**config.mk**
```make
export PLATFORM = sky130hd
export DESIGN_NAME = ex_muldiv_unit
export DESIGN_NICKNAME = d
export VERILOG_FILES = /design/src/rtl/muldiv_pkg.sv /design/src/rtl/muldiv_div_step.sv /design/src/rtl/ex_muldiv_unit.sv
export SDC_FILE = /design/constraint.sdc
export NUM_CORES = 1
export LEC_CHECK = 0
export BUFFER_PORTS_ARGS = -buffer_cell sky130_fd_sc_hd__buf_2
export CAP_MARGIN = 10
export CORE_ASPECT_RATIO = 0.9
export CORE_MARGIN = 4
export CORE_UTILIZATION = 45
export CTS_CLUSTER_DIAMETER = 80
export DETAILED_ROUTE_END_ITERATION = 7
export GPL_ROUTABILITY_DRIVEN = 0
export PLACE_DENSITY = 0.6
export SLEW_MARGIN = 0
export SYNTH_ARGS = -nofsm -noshare
export SYNTH_HDL_FRONTEND = slang
export SYNTH_HIERARCHICAL = 1
export SYNTH_SLANG_ARGS = --single-unit
```
**constraint.sdc**
```tcl
create_clock -name clk -period 6.42 [get_ports clk]
set_input_delay 0.963 -clock clk [delete_from_list [all_inputs] [get_ports clk]]
set_output_delay 0.963 -clock clk [all_outputs]
set_load 0.01 [all_outputs]
```
**src/rtl/muldiv_pkg.sv**
```systemverilog
// Shared types and step-count helpers for the execute-stage multiply/divide unit.
package muldiv_pkg;

  typedef enum logic [2:0] {
    OP_MUL    = 3'b000,
    OP_MULH   = 3'b001,
    OP_MULHSU = 3'b010,
    OP_MULHU  = 3'b011,
    OP_DIV    = 3'b100,
    OP_DIVU   = 3'b101,
    OP_REM    = 3'b110,
    OP_REMU   = 3'b111
  } muldiv_op_t;

  typedef enum logic [2:0] {
    S_IDLE,
    S_MUL,
    S_DIV,
    S_FIX,
    S_DONE
  } muldiv_state_t;

  function automatic int mul_steps(input int xlen, input int mul_bits);
    return xlen / mul_bits;
  endfunction

  function automatic int div_steps(input int xlen, input int div_bits);
    return xlen / div_bits;
  endfunction

endpackage

```
**src/rtl/muldiv_div_step.sv**
```systemverilog
// One combinational restoring-division step retiring DIV_BITS quotient bits, MSB first.
module muldiv_div_step #(
  parameter int XLEN     = 32,
  parameter int DIV_BITS = 1
) (
  input  logic [XLEN-1:0]     rem_in,
  input  logic [DIV_BITS-1:0] dvd_bits,
  input  logic [XLEN-1:0]     divisor,
  output logic [XLEN-1:0]     rem_out,
  output logic [DIV_BITS-1:0] quo_bits
);

  logic [XLEN-1:0] r;
  logic [XLEN:0]   t;
  logic [XLEN:0]   diff;

  // With divisor != 0 the partial remainder stays below the divisor, so the
  // top bit of the trial difference is a clean borrow flag.
  always_comb begin
    r        = rem_in;
    t        = '0;
    diff     = '0;
    quo_bits = '0;
    for (int i = DIV_BITS - 1; i >= 0; i--) begin
      t    = {r, dvd_bits[i]};
      diff = t - {1'b0, divisor};
      if (!diff[XLEN]) begin
        r           = diff[XLEN-1:0];
        quo_bits[i] = 1'b1;
      end else begin
        r = t[XLEN-1:0];
      end
    end
    rem_out = r;
  end

endmodule

```
**src/rtl/ex_muldiv_unit.sv**
```systemverilog
// Iterative RV32M/RV64M multiply/divide unit: shared shift-add / restoring datapath,
// div-by-zero and overflow fast path, last-result cache and flush (kill) support.
module ex_muldiv_unit
  import muldiv_pkg::*;
#(
  parameter int XLEN     = 32,
  parameter int MUL_BITS = 4,
  parameter int DIV_BITS = 1
) (
  input  logic            clk,
  input  logic            rst,
  input  logic            start,
  input  logic [2:0]      op,
  input  logic [XLEN-1:0] rs1,
  input  logic [XLEN-1:0] rs2,
  input  logic            kill,
  output logic            busy,
  output logic            done,
  output logic [XLEN-1:0] result
);

  localparam int MUL_STEPS = mul_steps(XLEN, MUL_BITS);
  localparam int DIV_STEPS = div_steps(XLEN, DIV_BITS);
  localparam int MAX_STEPS = (MUL_STEPS > DIV_STEPS) ? MUL_STEPS : DIV_STEPS;
  localparam int CNT_W     = $clog2(MAX_STEPS) + 1;
  localparam logic [CNT_W-1:0] MUL_LAST = CNT_W'(MUL_STEPS - 1);
  localparam logic [CNT_W-1:0] DIV_LAST = CNT_W'(DIV_STEPS - 1);
  localparam logic [XLEN-1:0]  XMIN     = {1'b1, {(XLEN-1){1'b0}}};

  function automatic logic [XLEN-1:0] cneg(input logic n, input logic [XLEN-1:0] x);
    return n ? (~x + 1'b1) : x;
  endfunction

  function automatic logic [2*XLEN-1:0] cneg2(input logic n, input logic [2*XLEN-1:0] x);
    return n ? (~x + 1'b1) : x;
  endfunction

  muldiv_state_t state_q, state_d;
  muldiv_op_t    op_e;
  logic [CNT_W-1:0] cnt_q;

  logic [XLEN-1:0] acc_hi_q, acc_lo_q, opnd_q;
  logic [XLEN-1:0] rs1_q, rs2_q;
  logic [2:0]      op_q;
  logic [1:0]      mode_q;
  logic            a_neg_q, b_neg_q;

  logic            cache_vld_q, cache_div_q;
  logic [1:0]      cache_mode_q;
  logic [XLEN-1:0] cache_a_q, cache_b_q, cache_hi_q, cache_lo_q;
  logic [XLEN-1:0] result_q;

  logic signed [XLEN-1:0] rs1_s, rs2_s;
  logic            a_sgn, b_sgn, rs1_neg, rs2_neg, rs2_zero, ovf;
  logic            fast, hit;
  logic [1:0]      mode_in;
  logic [XLEN-1:0] mag1, mag2, fast_val, hit_val, quick_val;
  logic            ld, quick, fix_wr, step;

  logic [XLEN+MUL_BITS-1:0] mul_sum;
  logic [MUL_BITS-1:0]      mul_digit;
  logic [XLEN-1:0]          div_rem;
  logic [DIV_BITS-1:0]      div_q;

  logic [2*XLEN-1:0] prod;
  logic [XLEN-1:0]   quo, rmd, fix_hi, fix_lo, fix_res;

  // Issue-cycle decode: signedness, magnitudes, fast path and cache lookup
  assign op_e     = muldiv_op_t'(op);
  assign rs1_s    = rs1;
  assign rs2_s    = rs2;
  assign a_sgn    = op[2] ? ~op[0] : (op[1:0] != 2'b11);
  assign b_sgn    = op[2] ? ~op[0] : ~op[1];
  assign mode_in  = {a_sgn, b_sgn};
  assign rs1_neg  = a_sgn & (rs1_s < 0);
  assign rs2_neg  = b_sgn & (rs2_s < 0);
  assign mag1     = cneg(rs1_neg, rs1);
  assign mag2     = cneg(rs2_neg, rs2);
  assign rs2_zero = (rs2 == '0);
  assign ovf      = a_sgn & (rs1 == XMIN) & (rs2 == '1);
  assign fast     = op[2] & (rs2_zero | ovf);
  assign fast_val = rs2_zero ? (op[1] ? rs1 : '1) : (op[1] ? '0 : XMIN);

  assign hit = cache_vld_q && (cache_a_q == rs1) && (cache_b_q == rs2) &&
               (cache_div_q == op[2]) &&
               ((op_e == OP_MUL) || (cache_mode_q == mode_in));
  assign hit_val   = op[2] ? (op[1] ? cache_hi_q : cache_lo_q)
                           : ((op_e == OP_MUL) ? cache_lo_q : cache_hi_q);
  assign quick_val = fast ? fast_val : hit_val;

  always_comb begin
    state_d = state_q;
    busy    = 1'b0;
    done    = 1'b0;
    ld      = 1'b0;
    quick   = 1'b0;
    fix_wr  = 1'b0;
    step    = 1'b0;
    unique case (state_q)
      S_IDLE: begin
        if (start && !kill) begin
          if (fast || hit) begin
            quick   = 1'b1;
            state_d = S_DONE;
          end else begin
            busy    = 1'b1;
            ld      = 1'b1;
            state_d = op[2] ? S_DIV : S_MUL;
          end
        end
      end
      S_MUL, S_DIV: begin
        if (kill) begin
          state_d = S_IDLE;
        end else begin
          busy = 1'b1;
          step = 1'b1;
          if (cnt_q == ((state_q == S_MUL) ? MUL_LAST : DIV_LAST)) state_d = S_FIX;
        end
      end
      S_FIX: begin
        if (kill) begin
          state_d = S_IDLE;
        end else begin
          busy    = 1'b1;
          fix_wr  = 1'b1;
          state_d = S_DONE;
        end
      end
      S_DONE: begin
        done    = ~kill;
        state_d = S_IDLE;
      end
      default: state_d = S_IDLE;
    endcase
    if (!rst) busy = 1'b0;
  end

  always_ff @(posedge clk or negedge rst) begin
    if (!rst) begin
      state_q     <= S_IDLE;
      cnt_q       <= '0;
      cache_vld_q <= 1'b0;
      result_q    <= '0;
    end else begin
      state_q <= state_d;
      if (ld)        cnt_q <= '0;
      else if (step) cnt_q <= cnt_q + CNT_W'(1);
      if (fix_wr)    cache_vld_q <= 1'b1;
      if (quick)       result_q <= quick_val;
      else if (fix_wr) result_q <= fix_res;
    end
  end

  // Iteration datapath: acc_hi/acc_lo hold {product} or {remainder, dividend->quotient}
  assign mul_digit = acc_lo_q[MUL_BITS-1:0];
  assign mul_sum   = {{MUL_BITS{1'b0}}, acc_hi_q} +
                     {{MUL_BITS{1'b0}}, opnd_q} * {{XLEN{1'b0}}, mul_digit};

  muldiv_div_step #(
    .XLEN     (XLEN),
    .DIV_BITS (DIV_BITS)
  ) u_div_step (
    .rem_in   (acc_hi_q),
    .dvd_bits (acc_lo_q[XLEN-1 -: DIV_BITS]),
    .divisor  (opnd_q),
    .rem_out  (div_rem),
    .quo_bits (div_q)
  );

  // Sign correction and result selection
  assign prod    = cneg2(a_neg_q ^ b_neg_q, {acc_hi_q, acc_lo_q});
  assign quo     = cneg(a_neg_q ^ b_neg_q, acc_lo_q);
  assign rmd     = cneg(a_neg_q, acc_hi_q);
  assign fix_hi  = op_q[2] ? rmd : prod[2*XLEN-1:XLEN];
  assign fix_lo  = op_q[2] ? quo : prod[XLEN-1:0];
  assign fix_res = op_q[2] ? (op_q[1] ? rmd : quo)
                           : ((op_q[1:0] == 2'b00) ? prod[XLEN-1:0] : prod[2*XLEN-1:XLEN]);

  always_ff @(posedge clk) begin
    if (ld) begin
      rs1_q    <= rs1;
      rs2_q    <= rs2;
      op_q     <= op;
      mode_q   <= mode_in;
      a_neg_q  <= rs1_neg;
      b_neg_q  <= rs2_neg;
      acc_hi_q <= '0;
      acc_lo_q <= op[2] ? mag1 : mag2;
      opnd_q   <= op[2] ? mag2 : mag1;
    end else if (step && state_q == S_MUL) begin
      acc_hi_q <= mul_sum[XLEN+MUL_BITS-1:MUL_BITS];
      acc_lo_q <= {mul_sum[MUL_BITS-1:0], acc_lo_q[XLEN-1:MUL_BITS]};
    end else if (step && state_q == S_DIV) begin
      acc_hi_q <= div_rem;
      acc_lo_q <= {acc_lo_q[XLEN-DIV_BITS-1:0], div_q};
    end
    if (fix_wr) begin
      cache_a_q    <= rs1_q;
      cache_b_q    <= rs2_q;
      cache_div_q  <= op_q[2];
      cache_mode_q <= mode_q;
      cache_hi_q   <= fix_hi;
      cache_lo_q   <= fix_lo;
    end
  end

  assign result = result_q;

endmodule

```
==> results of run 1 <==
[how the worst max path moves through the flow]
| stage | start | to | depth (start not counted) |
|---|---|---|---|
| after floorplan | kill | result[10] | 6 |
| after global placement | acc_lo_q[2] | acc_hi_q[30] | 17 |
| after detailed placement | acc_lo_q[2] | acc_hi_q[26] | 17 |
| after CTS | acc_lo_q[2] | acc_hi_q[26] | 17 |
| after global routing | acc_lo_q[2] | acc_hi_q[28] | 17 |
| final | acc_lo_q[2] | acc_hi_q[26] | 17 |
[metrics by stage]
step	std cells	setup WS (ps)	hold slack (ps)	utilization (%)
5_1_grt	3689	737	419	49.5
3_3_place_gp	3620	1240	400	47.3
2_1_floorplan	2875	131	400	-
3_5_place_dp	3620	1140	405	47.3
6_report	3690	1080	415	49.5
4_1_cts	3688	1130	415	49.5
[final cells by class]
| class | count | area, µm² | share of cell area, % |
|---|---|---|---|
| flip-flops and latches | 340 | 9680 | 33.4 |
| inverters | 220 | 841 | 2.90 |
| clock buffers | 47 | 1020 | 3.50 |
| multi-input cells | 2142 | 15400 | 53.1 |
| diodes | 2 | 5.00 | 0.0173 |
| well taps | 774 | 968 | 3.34 |
| repair buffers | 144 | 833 | 2.87 |
| clock inverters | 21 | 254 | 0.876 |
[kinds of logic (layout without fill, tap and decap cells)]
logic type,Yosys count,count (layout)
flops,340,340
mux,90,90
compound gates,681,681
simple gates,921,921
fa+ha+maj,174,174
xor+xnor,276,276
other cells,0,2
buf+inv,393,432
[state kept, by name, summed over array words and instances (netlist names)]
register	count
cache_lo_q	32
cnt_q	6
mode_q	2
result	32
cache_vld_q	1
opnd_q	32
op_q	3
cache_mode_q	2
acc_hi_q	32
a_neg_q	1
cache_div_q	1
state_q	3
rs2_q	32
b_neg_q	1
cache_hi_q	32
rs1_q	32
cache_b_q	32
cache_a_q	32
acc_lo_q	32
[critical path: stages (launching register included)]
cell and delay (ps):
edfxtp_1 700, buf_4 340, and2_1 190, fa_1 450
fa_1 540, inv_1 50, fa_1 490, inv_1 40
ha_1 360, nand2_1 90, o21ai_0 340, a21oi_1 110
or2_2 280, a31oi_1 390, a31oi_1 230, o21ai_0 300
xnor2_1 150, o221ai_1 120
[routing by layer]
metal	track usage (%)	vias to the layer above
met5	0	-
met4	10.9	4
met3	6.82	238
met2	42.8	1474
met1	43.5	11200
li1	-	10200
[cells in the mapped netlist (33+ instances only)]
| master | number |
|---|---|
| nand4_1 | 33 |
| a21o_1 | 39 |
| dfrtp_1 | 42 |
| and2_1 | 137 |
| xor2_1 | 104 |
| nand2b_1 | 36 |
| nand2_1 | 225 |
| xnor2_1 | 172 |
| nand3_1 | 68 |
| o21ai_0 | 148 |
| ha_1 | 82 |
| edfxtp_1 | 266 |
| inv_1 | 216 |
| mux2i_1 | 63 |
| a31oi_1 | 54 |
| clkbuf_1 | 112 |
| nor2_1 | 188 |
| fa_1 | 92 |
| a21oi_1 | 238 |
| nor3_1 | 79 |
[report_power, final]
part           total [µW]  internal (µW)  switching (µW)
Combinational       11900           4590            7260
Sequential           3730           3010             714
Clock                2290           1310             987
==> impl_metrics.csv, run 1 <==
group,metric,value,unit
logic_synthesis,synthDistinctLibCells,104,
sta,rsz0062_at_grt,"false",
logic_synthesis,synth-seq-area-share,36.3,%
sta,hold_viol,0,
place,place_area,27700,µm²
grt,grtUsageTotal,29.7,%
die,fp.dieW,265,µm
logic_synthesis,synth_compound_area_share,15.9,%
power,p_leak,0.0116,µW
logic_synthesis,yosysTopAreaCellShare,29.9,%
logic_synthesis,synth_edf_count,266,
run,maxCapViolCount,0,
die,core.rowCount,84,
critical_path,critPathKind,"reg -> reg",
power,power.density,617,nW/µm²
logic_synthesis,synth_nets,3120,
routing,wl_met3,12100,µm
logic_synthesis,ys_warn_count,6,
worst_hold_path,hp-class,"reg -> reg",
logic_synthesis,avgSynthCellArea,9.28,µm²
clock_network,clkTransAtPathRegs,70,ps
critical_path,rrSetupSlack,1080,ps
routing,drt_iter0_drc,3524,
die,core_area,58500,µm²
critical_path,startpoint_type,"flop",
logic_synthesis,ys_ff_latch,340,
routing,dr_wl_met2,39700,µm
sta,finalCriticalPeriod,5340,ps
layout,final_common_cell,"edfxtp_1",
layout,syn2layout_area_growth,8.64,%
power,ir_drop,438,µV
clock_network,clk_path_buf_depth,3,
logic_synthesis,synthCells,2875,
logic_synthesis,synth_area_leaders,"edfxtp_1 (30%), fa_1 (6.9%), xnor2_1 (5.6%)",
layout,fillers,5426,
logic_synthesis,synth-xor-area-share,9.06,%
clock_network,cts_root_buf,"clkbuf_16",
die,fp.dieH,239,µm
grt,grt_pass1_wl,143000,µm
routing,highest_layer,"met5",
layout,drive_gt1_share,10.1,%
clock_network,postCtsResizedCells,0,
grt,grt.overflow.total,0,
critical_path,crit_fanout,21,
critical_path,worstRegToRegCells,17,
layout,layout_common_cells,"edfxtp_1 (266), a21oi_1 (237), nand2_1 (224)",
logic_synthesis,synth_top_family_by_area,"simple AND/OR/NAND/NOR gates",
sta,finalMaxSlewViolations,0,
worst_hold_path,hold_end,"cache_a_q[2]",
clock_network,clk_latency,580,ps
clock_network,cts_sinks,340,
logic_synthesis,synthAdderAreaFrac,10.7,%
clock_network,htreeDepth,2,
sta,finalCritPeriodShare,83.1,%
routing,postRouteAntennaNets,0,
clock_network,cts_hold_buf,0,
place,hpwl,73200,µm
routing,route.detailed.drc,0,
logic_synthesis,synth_simple_gate_area_share,18.0,%
clock_network,postCtsSetupBuffers,0,
sta,final-setup-viol-count,0,
place,io_buffers,104,
sta,slew-limit-headroom,23.1,%
critical_path,cp-end-kind,"flop",
die,die-area,63300,µm²
logic_synthesis,yosysTopAreaCell,"edfxtp_1",
critical_path,r2r-end,"acc_hi_q[26]",
critical_path,timing.rr.start,"acc_lo_q[2]",
critical_path,crit_arrival,5770,ps
routing,wl,96000,µm
layout,finalInstanceArea,29000,µm²
routing,wl_met1,40000,µm
worst_hold_path,min_path_cells,0,
power,total_power,17900,µW
grt,antenna_found_initial,6,
sta,tns,0,ps
worst_hold_path,hold_path_startpoint,"rs1_q[2]",
routing,routedWlPerCell,26.0,µm
logic_synthesis,synthMuxAreaShare,3.81,%
routing,vias,23100,
routing,vias_per_cell,6.27,
sta,clock_skew,25.2,ps
clock_network,cts_tree,"done",
status,outcome,"finished, final reports clean",
critical_path,worstPathRequired,6850,ps
sta,fmaxAchievable,0.187,GHz
logic_synthesis,ys.flop_type,"edfxtp_1",
sta,worst_pin_slew,1150,ps
logic_synthesis,ys_async_sr_fraction,12.4,%
grt,grt_pass1_vias,21900,
grt,grt_max_degree,75,
die,start_util,45.6,%
die,ios,105,
routing,first_pass_iters,6,
clock_network,cts_buffers,38,
logic_synthesis,netlist_area,26700,µm²
layout,fin_nets,3131,
No activity file was read; power rests on OpenSTA's default activity.
==> run 2, diff against run 1 <==
ABC_AREA = 1   (was default)
clock period = 5.3 ns   (was 6.42 ns; I/O delays follow)
==> run 2 against run 1 <==
  * Synthesized cell count grew 50%
  * Register-to-register slack lost 620 ps
  * Area after synthesis grew 10%
  * Critical path depth grew 3
  * Largest power group unchanged
==> impl_metrics.csv, run 2 <==
group,metric,value,unit
die,start_util,45.7,%
critical_path,cp-end-kind,"flop",
layout,fin_cells,5253,
logic_synthesis,synthCells,4300,
logic_synthesis,synth_nets,4545,
routing,routedWlPerCell,21.5,µm
die,die-area,69600,µm²
sta,tns,0,ps
clock_network,postCtsSetupBuffers,0,
clock_network,clkTransAtPathRegs,70,ps
logic_synthesis,synth_simple_gate_area_share,31.8,%
layout,fillers,6605,
sta,rsz0062_at_grt,"false",
power,ir_drop,377,µV
logic_synthesis,avgSynthCellArea,6.85,µm²
routing,wl,113000,µm
layout,fin_nets,4611,
grt,grt_pass1_wl,166000,µm
logic_synthesis,synth_top_family_by_area,"simple AND/OR/NAND/NOR gates",
run,maxCapViolCount,0,
sta,final-setup-viol-count,0,
logic_synthesis,synth_compound_area_share,8.85,%
layout,register_area,9680,µm²
place,hpwl,90300,µm
power,p_leak,0.0166,µW
place,io_buffers,104,
die,ios,105,
die,fp.dieW,278,µm
clock_network,cts_sinks,340,
sta,worst_pin_slew,987,ps
logic_synthesis,ys_warn_count,6,
routing,vias,29000,
logic_synthesis,yosysMostFrequentCell,"nand2_1",
sta,fmaxAchievable,0.207,GHz
logic_synthesis,netlist_area,29500,µm²
layout,multi_input_area,16400,µm²
grt,antenna_found_initial,1,
layout,final_common_cell,"nand2_1",
clock_network,cts_buffers,38,
logic_synthesis,synth-xor-area-share,3.95,%
routing,postRouteAntennaNets,0,
logic_synthesis,synth-seq-area-share,32.9,%
status,outcome,"finished, final reports clean",
logic_synthesis,ys.flop_type,"edfxtp_1",
sta,clock_skew,27.8,ps
worst_hold_path,hp-class,"in -> async",
logic_synthesis,synth_area_leaders,"edfxtp_1 (27%), nand2_1 (18%), inv_1 (9.4%)",
clock_network,clk_path_buf_depth,3,
logic_synthesis,ys_ff_latch,340,
sta,finalMaxSlewViolations,0,
routing,route.detailed.drc,0,
sta,finalCriticalPeriod,4840,ps
sta,slew-limit-headroom,33.5,%
clock_network,clk_latency,580,ps
clock_network,cts_hold_buf,0,
layout,syn2layout_area_growth,9.24,%
critical_path,crit_fanout,23,
logic_synthesis,yosys-top-cells-count,"nand2_1 (1,450), inv_1 (738), nor2_1 (387)",
logic_synthesis,synthMuxAreaShare,1.26,%
sta,finalCritPeriodShare,91.3,%
critical_path,critPathKind,"reg -> reg",
clock_network,postCtsResizedCells,0,
clock_network,cts_root_buf,"clkbuf_16",
layout,final_core_util,49.9,%
layout,layout_common_cells,"nand2_1 (1,449), inv_1 (737), nor2_1 (387)",
grt,grtUsageTotal,31.3,%
routing,vias_per_cell,5.52,
sta,hold_viol,0,
logic_synthesis,synthDistinctLibCells,57,
routing,first_pass_iters,8,
critical_path,crit_arrival,5290,ps
power,power.density,641,nW/µm²
die,core.rowCount,88,
die,core_area,64500,µm²
logic_synthesis,yosysTopAreaCell,"edfxtp_1",
sta,fin_ws,462,ps
critical_path,worstPathRequired,5760,ps
place,pre_cts_ws,625,ps
grt,grt_max_degree,155,
clock_network,htreeDepth,2,
grt,grt_pass1_vias,25800,
logic_synthesis,synth_edf_count,266,
grt,grt.overflow.total,0,
routing,drt_iter0_drc,3761,
place,dp.cells,5181,
logic_synthesis,synthAdderAreaFrac,9.73,%
die,fp.dieH,251,µm
logic_synthesis,ys_async_sr_fraction,12.4,%
clock_network,cts_tree,"done",
layout,drive_gt1_share,7.01,%
logic_synthesis,yosysTopAreaCellShare,27.1,%
critical_path,startpoint_type,"flop",
run 2: cell count changes after synthesis, moves of 132 or more:
| cell | change |
|---|---|
| xnor2_1 | -150 |
| nor2_1 | +199 |
| nand3_1 | +211 |
| inv_1 | +522 |
| and2_1 | -132 |
| nand2_1 | +1225 |
run 2: power breakdown:
group          leakage (µW)  internal [µW]  switching (µW)
combinational        0.0128           4190            9220
sequential          0.00322           3620             741
clock              0.000656           1680            1190
total                0.0166           9500           11100
run 2: worst max-delay path, cell delays in order, from the launching register on:
cell and delay (ps):
edfxtp_1 760, buf_12 260, nand2_1 70, inv_1 90, fa_1 460, fa_1 560
inv_1 60, fa_1 500, inv_1 40, ha_1 340, nand2_1 130, nor2_1 150
inv_1 130, nor3_1 260, nand4_1 190, nand3_1 200, nand2_1 110, nand2_1 80
nand2_1 50, a21oi_1 160, o21ai_0 90
run 2: routing by layer:
| metal | vias up | GRT usage, % | wire (µm) |
|---|---|---|---|
| met2 | 1676 | 44.7 | 45700 |
| met3 | 265 | 7.30 | 13900 |
| met5 | - | 0 | 0 |
| met1 | 13400 | 46.3 | 48600 |
| met4 | 0 | 11.4 | 4970 |
| li1 | 13700 | - | - |
run 2: area by class of cell:
cell class | instances | area share (%)
diodes | 2 | 0.0156
clock buffers | 49 | 3.41
clock inverters | 21 | 0.731
inverters | 745 | 8.70
multi-input cells | 3092 | 51.0
flip-flops and latches | 340 | 30.1
well taps | 855 | 3.32
repair buffers | 149 | 2.78
run 2: final timing paths:
path                        startpoint             to  slack, ps  cells after the start
setup / recovery           acc_lo_q[2]   acc_hi_q[25]        460                     20
hold / removal                     rst     result[16]        320                      2
setup reg to reg           acc_lo_q[2]   acc_hi_q[25]        460                     20
hold reg to reg              rs2_q[24]  cache_b_q[24]        410                      0
max in group asynchronous          rst      result[1]       4580                      2
min in group clk             rs2_q[24]  cache_b_q[24]        410                      0
run 2: per-stage QoR:
step / instance area [µm²] / power [µW] / hold WS [ps]
after detailed placement: 30800 / 17300 / 405
after floorplan: 29500 / 13400 / 400
after CTS: 32200 / 20200 / 329
after global placement: 30800 / 17200 / 400
after global routing: 32200 / 22300 / 362
final: 32200 / 20600 / 318
run 2: kinds of logic after synthesis:
family                     after synthesis
muxes                                   33
and+or+nand+nor                       2282
adders and majority gates              174
buffers and inverters                  868
AOI/OAI and AO/OA                      470
xor gates and xnor gates               133
DFF                                    340
